[src/rtl/max_pool_stream_if.sv]
// rtl/max_pool_stream_if.sv - pixel input and pooled-feature output bundle for max_pool_stream
interface max_pool_stream_if #(
    parameter int DATA_W = 16
);
    logic                     in_valid;
    logic                     in_sof;
    logic signed [DATA_W-1:0] in_data;
    logic                     in_ready;
    logic                     dense_start;
    logic signed [DATA_W-1:0] feature_out;
    logic                     streaming;
    logic                     done;

    modport master (
        output in_valid, in_sof, in_data,
        input  in_ready, dense_start, feature_out, streaming, done
    );

    modport slave (
        input  in_valid, in_sof, in_data,
        output in_ready, dense_start, feature_out, streaming, done
    );
endinterface

[src/rtl/max_pool_stream.sv]
// rtl/max_pool_stream.sv - 2x2 stride-2 signed max-pool of a raster frame, buffered then streamed to dense_layer
module max_pool_stream #(
    parameter int IN_DIM   = 26,
    parameter int POOL_DIM = IN_DIM / 2,
    parameter int DATA_W   = 16
) (
    input logic               clk,
    input logic               reset,
    max_pool_stream_if.slave  bus
);
    localparam int N_FEAT = POOL_DIM * POOL_DIM;
    localparam int CW     = $clog2(IN_DIM);
    localparam int PW     = $clog2(POOL_DIM);
    localparam int AW     = $clog2(N_FEAT);

    typedef enum logic [1:0] {S_FILL, S_START, S_STREAM, S_DONE} state_t;

    state_t                   r_state, w_next_state;
    logic [CW-1:0]            r_row, r_col, w_row, w_col, w_next_row, w_next_col;
    logic [AW-1:0]            r_idx, w_next_idx;
    logic signed [DATA_W-1:0] r_hold;
    logic signed [DATA_W-1:0] r_rowbuf [POOL_DIM];
    logic signed [DATA_W-1:0] r_outbuf [N_FEAT];
    logic                     r_dense_start, r_streaming, r_done;
    logic signed [DATA_W-1:0] r_feature, w_feature;
    logic                     w_accept, w_last_pix;
    logic [PW-1:0]            w_pcol;
    logic [AW-1:0]            w_oaddr;
    logic signed [DATA_W-1:0] w_pix;

    function automatic logic signed [DATA_W-1:0] smax(input logic signed [DATA_W-1:0] a,
                                                      input logic signed [DATA_W-1:0] b);
        return (a > b) ? a : b;
    endfunction

    assign bus.in_ready    = (r_state == S_FILL);
    assign bus.dense_start = r_dense_start;
    assign bus.feature_out = r_feature;
    assign bus.streaming   = r_streaming;
    assign bus.done        = r_done;

    // A start-of-frame pixel is always treated as (0,0), discarding any partial frame
    assign w_accept   = bus.in_valid && (r_state == S_FILL);
    assign w_row      = bus.in_sof ? '0 : r_row;
    assign w_col      = bus.in_sof ? '0 : r_col;
    assign w_pix      = bus.in_data;
    assign w_last_pix = w_accept && (w_row == CW'(IN_DIM - 1)) && (w_col == CW'(IN_DIM - 1));
    assign w_pcol     = PW'(w_col >> 1);
    assign w_oaddr    = AW'(w_row >> 1) * AW'(POOL_DIM) + AW'(w_col >> 1);

    always_comb begin
        w_next_state = r_state;
        w_next_row   = r_row;
        w_next_col   = r_col;
        w_next_idx   = r_idx;
        w_feature    = '0;
        unique case (r_state)
            S_FILL: begin
                if (w_accept) begin
                    if (w_col == CW'(IN_DIM - 1)) begin
                        w_next_col = '0;
                        w_next_row = w_row + CW'(1);
                    end else begin
                        w_next_col = w_col + CW'(1);
                        w_next_row = w_row;
                    end
                    if (w_last_pix) begin
                        w_next_state = S_START;
                        w_next_row   = '0;
                        w_next_col   = '0;
                    end
                end
            end
            S_START: begin
                w_next_state = S_STREAM;
                w_next_idx   = '0;
                w_feature    = r_outbuf[0];
            end
            S_STREAM: begin
                // Feature register is loaded one cycle ahead so feature k appears in stream cycle k
                if (r_idx == AW'(N_FEAT - 1)) begin
                    w_next_state = S_DONE;
                end else begin
                    w_next_idx = r_idx + AW'(1);
                    w_feature  = r_outbuf[w_next_idx];
                end
            end
            S_DONE: begin
                w_next_state = S_FILL;
                w_next_row   = '0;
                w_next_col   = '0;
            end
            default: w_next_state = S_FILL;
        endcase
    end

    always_ff @(posedge clk or posedge reset) begin
        if (reset) begin
            r_state       <= S_FILL;
            r_row         <= '0;
            r_col         <= '0;
            r_idx         <= '0;
            r_dense_start <= 1'b0;
            r_streaming   <= 1'b0;
            r_done        <= 1'b0;
            r_feature     <= '0;
        end else begin
            r_state       <= w_next_state;
            r_row         <= w_next_row;
            r_col         <= w_next_col;
            r_idx         <= w_next_idx;
            r_dense_start <= (w_next_state == S_START);
            r_streaming   <= (w_next_state == S_STREAM);
            r_done        <= (w_next_state == S_DONE);
            r_feature     <= w_feature;
        end
    end

    // Even rows park horizontal pair maxima in rowbuf; odd rows fold them into the final 2x2 max
    always_ff @(posedge clk) begin
        if (w_accept) begin
            unique case ({w_row[0], w_col[0]})
                2'b00: r_hold           <= w_pix;
                2'b01: r_rowbuf[w_pcol] <= smax(r_hold, w_pix);
                2'b10: r_hold           <= smax(r_rowbuf[w_pcol], w_pix);
                2'b11: r_outbuf[w_oaddr] <= smax(r_hold, w_pix);
            endcase
        end
    end
endmodule

[src/flat_wrapper.sv]
// flat-port wrapper written by rule: the top's interface ports become plain ports
module max_pool_stream_flat 
#(
    parameter int IN_DIM   = 26,
    parameter int POOL_DIM = IN_DIM / 2,
    parameter int DATA_W   = 16
)
  (clk, reset, bus_in_valid, bus_in_sof, bus_in_data, bus_in_ready, bus_dense_start, bus_feature_out, bus_streaming, bus_done);
  max_pool_stream_if #(.DATA_W(DATA_W)) bus_i ();
  input logic clk;
  input logic reset;
  input wire logic [$bits(bus_i.in_valid)-1:0] bus_in_valid;
  input wire logic [$bits(bus_i.in_sof)-1:0] bus_in_sof;
  input wire logic [$bits(bus_i.in_data)-1:0] bus_in_data;
  output wire logic [$bits(bus_i.in_ready)-1:0] bus_in_ready;
  output wire logic [$bits(bus_i.dense_start)-1:0] bus_dense_start;
  output wire logic [$bits(bus_i.feature_out)-1:0] bus_feature_out;
  output wire logic [$bits(bus_i.streaming)-1:0] bus_streaming;
  output wire logic [$bits(bus_i.done)-1:0] bus_done;
  assign bus_i.in_valid = bus_in_valid;
  assign bus_i.in_sof = bus_in_sof;
  assign bus_i.in_data = bus_in_data;
  assign bus_in_ready = bus_i.in_ready;
  assign bus_dense_start = bus_i.dense_start;
  assign bus_feature_out = bus_i.feature_out;
  assign bus_streaming = bus_i.streaming;
  assign bus_done = bus_i.done;
  max_pool_stream #(.IN_DIM(IN_DIM), .POOL_DIM(POOL_DIM), .DATA_W(DATA_W)) u_core (.clk(clk), .reset(reset), .bus(bus_i));
endmodule
[config.mk]
export PLATFORM = sky130hd
export DESIGN_NAME = max_pool_stream_flat
export DESIGN_NICKNAME = d
export VERILOG_FILES = /design/src/rtl/max_pool_stream_if.sv /design/src/rtl/max_pool_stream.sv /design/src/flat_wrapper.sv
export SDC_FILE = /design/constraint.sdc
export NUM_CORES = 2
export LEC_CHECK = 0
export CAP_MARGIN = 10
export CELL_PAD_IN_SITES_DETAIL_PLACEMENT = 1
export CELL_PAD_IN_SITES_GLOBAL_PLACEMENT = 2
export CORE_MARGIN = 2
export CORE_UTILIZATION = 50
export DETAILED_ROUTE_END_ITERATION = 12
export PLACE_DENSITY = 0.87
export SLEW_MARGIN = 40
export SYNTH_ARGS = -nofsm -noshare
export SYNTH_HDL_FRONTEND = slang
export SYNTH_SLANG_ARGS = --single-unit
export TNS_END_PERCENT = 50
[constraint.sdc]
create_clock -name clk -period 16.8 [get_ports clk]
set_input_delay 2.52 -clock clk [delete_from_list [all_inputs] [get_ports clk]]
set_output_delay 2.52 -clock clk [all_outputs]
set_load 0.05 [all_outputs]
-- After elaboration in Yosys (flattened, before gate mapping)
Memory sizes are Yosys's and may differ from the RTL's.
Cells that the tools add are included.
- register bits after elaboration: 55
- RAM bits: 2912
- bits of input ports: 20
- output and inout bits: 20
- word-level logic and storage cells: 70
- memories kept: 2
- memories (memory ; depth ; bits a word ; read ports ; clocked after Yosys merged registers in ; write ports ; line ; source):
    u_core.r_outbuf ; 169 ; 16 ; 2 ; 0 ; 1 ; max_pool_stream.sv:23 ; logic signed [DATA_W-1:0] r_outbuf [N_FEAT];
    u_core.r_rowbuf ; 13 ; 16 ; 1 ; 0 ; 1 ; max_pool_stream.sv:22 ; logic signed [DATA_W-1:0] r_rowbuf [POOL_DIM];
- $add $sub $neg: 4
- multiply operators: 1
- magnitude comparators: 2
- equal/unequal tests: 14
- mux-type cells: 27
- reduce and logical (&&, ||, !) cells: 11
- operators by type and width (kind ; number):
    $pmux W16 S2 ; 2
    $mux W16 ; 3
    $mux W5 ; 8
    $gt A16 B16 Y1 ; 2
    $pmux W5 S2 ; 2
    $pmux W8 S2 ; 1
    $eq A2 B2 Y1 const B ; 6
    $add A5 B1 Y5 const B ; 2
    $eq A5 B5 Y1 const B ; 2
    $add A8 B1 Y8 const B ; 1
    $add A8 B4 Y8 ; 1
    $eq A8 B8 Y1 const B ; 1
    $mul A4 B4 Y8 const B ; 1
    $mux W8 ; 1
    $pmux W2 S4 ; 1
    $eq A2 B1 Y1 const B ; 3
    $mux W1 ; 6
    $mux W2 ; 3
    $reduce_and A2 Y1 ; 3
    $reduce_bool A2 Y1 ; 3
    $logic_not A2 Y1 ; 2
    $logic_and A1 B1 Y1 ; 3
    $ne A2 B1 Y1 const B ; 1
    $ne A2 B2 Y1 const B ; 1

-- Depth between registers and ports, before layout
- depth in word-level cells: 8
- mapped depth: 21
- depth with buffers taken out: 17

-- Least setup slack after synthesis
OpenSTA, ideal clock, no wires.
- path type: input to register
- from: input port bus_in_data[1]
- to: memory u_core.r_outbuf[0][0], data pin
- library setup time: 1.221 ns
- arrival: 9.384 ns
- data required time: 15.579 ns
- setup slack: 6.195 ns
- cell stages on the path: 12
- path buffers: 2
- cells stage by stage: inv_1 > ha_1 > nor2b_1 > o21a_1 > o21ai_0 > nand2b_1 > a21oi_1 > o21ai_0 > a41o_1 > clkbuf_1 > buf_1 > mux2i_1
- longest elaborated chain between the ends: 2
- RTL lines (element ; line ; source):
    start, declared ; flat_wrapper.sv:14 ; input wire logic [$bits(bus_i.in_data)-1:0] bus_in_data;
    $gt A16 B16 Y1 ; max_pool_stream.sv:33 ; return (a > b) ? a : b;
    $mux W16 ; max_pool_stream.sv:33 ;
    end, declared ; max_pool_stream.sv:23 ;
Every way passes these cells.

-- Worst setup path in the final report
- from: input port bus_in_sof
- to: memory u_core.r_outbuf[25][14] (enable)
- longest elaborated chain between the ends: 5
- elaborated cells between the ends (all ways): 8
- classes of those cells: add/sub: 1; mul: 1; eq/ne: 1; mux: 5
- RTL lines (element ; line ; source):
    start, declared ; flat_wrapper.sv:13 ; input wire logic [$bits(bus_i.in_sof)-1:0] bus_in_sof;
    parallel branches: the longest is 5 deep, another holds $mul A4 B4 Y8 ; n/a ;
Several ways; the timed one is not identified.

==> qor.yml <==
grt_antenna_before_repair: 18
drc: 0
crit_type: "in -> reg"
endpoint_kind: "flop"
crit_top_cell: "ha_1"
row_count: 176
ys_dominant_reg_cell: "edfxtp_1"
cp-start-kind: "input port"
post_cts_buffers: 0
area_delta_synth_final_pct: 13.6
p_leak_nw: 40.6
grt_max_degree: 114
final-setup-viol-count: 0
yosys_warnings: 0
hold_path_class: "reg -> reg"
final_max_slew_viol_count: 0
worstPathArrival_ns: 8.80
fin_skew_ns: 0.0581
ys_seq_area_share_pct: 77.0
syn_inst: 5254
period_share_pct: 48.5
portBuffers: 39
cts_tree: "done"
routedWlPerCell_um: 36.8
first_pass_iters: 5
worst_slew_pin_slew_ns: 0.905
rsz0062_at_grt: "false"
outcome: "completed"
clockRootBuffer: "clkbuf_16"
dieArea_um2: 235000
drive_gt1_share_pct: 28.0
cts_resized: 0
grt_pass1_vias: 60400
synth_edf_count: 2928
fin_nets: 5678
numCtsBuffers: 302
post-dp-hpwl_um: 191000
path_clk_slew_ns: 0.06
hold_violations: 0
async_flop_share_pct: 1.31
start_util_pct: 50.3
cts_max_level: 5
cap_viol_max_count: 0
final_cell_mix: "2,928 x edfxtp_1, 812 x mux4_2, 306 x clkbuf_16, 238 x nor2_1, 230 x nand2_1"
r2r-end: "u_core.bus.feature_out[0]"
critical_path.slowest_cell: "clkdlybuf4s50_1"
max_slew_margin_pct: 39.7
max_freq_mhz: 123
place_inst: 8304
vias: 58800
grt_pass1_wl_um: 463000
ios: 40
clk_path_buf_depth: 4
ir_drop_mv: 0.115
synth-seq-cells: 2967
rrSetupSlack_ns: 10.05
syn_area_per_cell_um2: 22.0
holdPathEnd: "u_core.r_row[3]"
fp.coreArea_um2: 230000
power_density_nw_per_um2: 118
hold_depth: 2
n_fill_cell: 19100
vias_per_cell: 6.65
final_common_cell: "edfxtp_1"
cp_max_fo: 16
cts_sinks: 2967
reg2regPathDepth: 11
synth.distinct_cells: 61
clk_latency_ns: 0.97
ant_nets: 0
dieHeight_um: 484
first_iter_violations: 8823
die_w_um: 484
synth_area_um2: 115000
crit_path_max_incr_delay_ns: 0.84
ctsHoldBuffers: 0
grt_overflow_total: 0
worst_ep_required_time_ns: 17.45
synthesis.nets: 5339
place_congestion: 0.876
wl_um: 325000
grt.total_usage_pct: 27.8
final_cell_count_no_fill: 8834
fin_setup_tns_ns: 0
cp_cell_sequence: "clkdlybuf4s50_1 > inv_1 > nand2_1 > inv_1 > ha_1 > ha_1 > fa_1 > ha_1 > nor2b_1 > o21ai_0 > a21boi_0 > o21ai_0 > and3_1 > nor3_1 > nand2_2 > nor2_1 > buf_4"
rr_startpoint: "u_core.r_idx[0]"
min_period_ns: 8.15
hp-start: "u_core.r_row[3]"
sequential cells by signal, indices dropped and copies added (netlist names):
name and count:
u_core.r_outbuf 2704, u_core.r_rowbuf 208, u_core.bus.feature_out 16, u_core.r_hold 16
u_core.r_idx 8, u_core.r_col 5, u_core.r_row 5, u_core.r_state 2
u_core.bus.dense_start 1, u_core.bus.done 1, u_core.bus.streaming 1
synthesized netlist by cell type (5+ instances only):
| library cell | instances | share of area, % |
|---|---|---|
| and3_1 | 25 | 0.14 |
| nor2b_1 | 14 | 0.076 |
| nand4_1 | 10 | 0.054 |
| buf_4 | 20 | 0.13 |
| mux4_2 | 812 | 16 |
| nor2_1 | 260 | 0.85 |
| a211oi_1 | 5 | 0.033 |
| nand3_1 | 60 | 0.26 |
| xnor2_1 | 13 | 0.099 |
| clkbuf_1 | 141 | 0.46 |
| buf_1 | 26 | 0.085 |
| buf_6 | 11 | 0.11 |
| mux2_2 | 41 | 0.40 |
| ha_1 | 63 | 0.68 |
| o22ai_1 | 120 | 0.65 |
| o21ai_0 | 25 | 0.11 |
| a21oi_1 | 71 | 0.31 |
| a21o_1 | 8 | 0.052 |
| buf_2 | 90 | 0.39 |
| and2_1 | 5 | 0.027 |
| a22o_1 | 5 | 0.038 |
| inv_1 | 44 | 0.14 |
| o2111ai_1 | 14 | 0.11 |
| or4_1 | 12 | 0.078 |
| edfxtp_1 | 2928 | 76 |
| a221oi_1 | 11 | 0.083 |
| xor2_1 | 8 | 0.061 |
| nor3_1 | 21 | 0.091 |
| mux2i_1 | 42 | 0.36 |
| nand2b_1 | 6 | 0.033 |
| nand2_1 | 244 | 0.79 |
| dfrtp_1 | 39 | 0.85 |
report_power, final:
part	total, mW	leakage [nW]	switching [mW]	internal (mW)
Sequential	8.35	26.9	0.00550	8.35
Combinational	0.592	9.15	0.490	0.102
Clock	6.55	4.57	2.80	3.75
Total	15.5	40.6	3.29	12.2
through the flow:
| stage | utilization (%) | setup WS (ns) | hold WS [ns] | total power [mW] | instance area [um^2] |
|---|---|---|---|---|---|
| after global routing | 57.1 | 8.15 | 0.572 | 15.8 | 131000 |
| final | 57.1 | 8.65 | 0.518 | 15.5 | 131000 |
| after floorplan | - | 6.20 | 0.442 | 8.75 | 115000 |
| after global placement | 52.5 | 7.77 | 0.460 | 9.01 | 121000 |
| after detailed placement | 52.8 | 7.62 | 0.476 | 9.08 | 121000 |
| after CTS | 56.9 | 8.53 | 0.518 | 15.5 | 131000 |
critical path, delay by kind of cell:
family                     cells  cell delay [ns]
adders and majority gates      4             1.48
and+or+nand+nor                6             2.44
buffers and inverters          4             1.74
AOI/OAI and AO/OA              3             0.60
final cells by class:
cell class	count	area [um^2]	area share [%]
clock inverter	153	1440	1.10
tap	3026	3790	2.89
timing repair buffer	323	3200	2.44
antenna	5	12.5	0.00954
clock buffer	361	7920	6.04
sequential	2967	88900	67.8
multi-input combinational	1953	25700	19.6
inverter	46	173	0.132
logic make-up (layout without fill, tap and decap cells):
group           after synthesis  count (layout)  synth area share [%]
buf+inv                     334             883                  1.32
fa+ha+maj                    65              65                 0.718
other cells                   0               5                     0
simple gates                674             674                  2.51
xor+xnor                     21              21                 0.159
compound gates              298             298                  1.67
flops                      2967            2967                  77.0
mux                         895             895                  16.6
worst max-delay path by stage:
stage	startpoint	endpoint	slack, ns	cells past startpoint
floorplan	bus_in_data[1]	u_core.r_outbuf[0][0]	6.20	12
global placement	bus_in_sof	u_core.r_outbuf[41][11]	7.77	16
detailed placement	bus_in_sof	u_core.r_outbuf[30][4]	7.62	17
CTS	bus_in_sof	u_core.r_outbuf[28][0]	8.53	17
global route	bus_in_sof	u_core.r_outbuf[93][14]	8.15	17
finish	bus_in_sof	u_core.r_outbuf[25][14]	8.65	17
layer usage:
layer,up-vias,track usage (%),wire length (um)
met1,31400,37.6,118000
met2,3914,44.6,159000
met3,708,5.23,32500
met5,-,0,88
li1,22700,-,-
met4,14,12.2,15600
(Power assumes the default switching activity.)
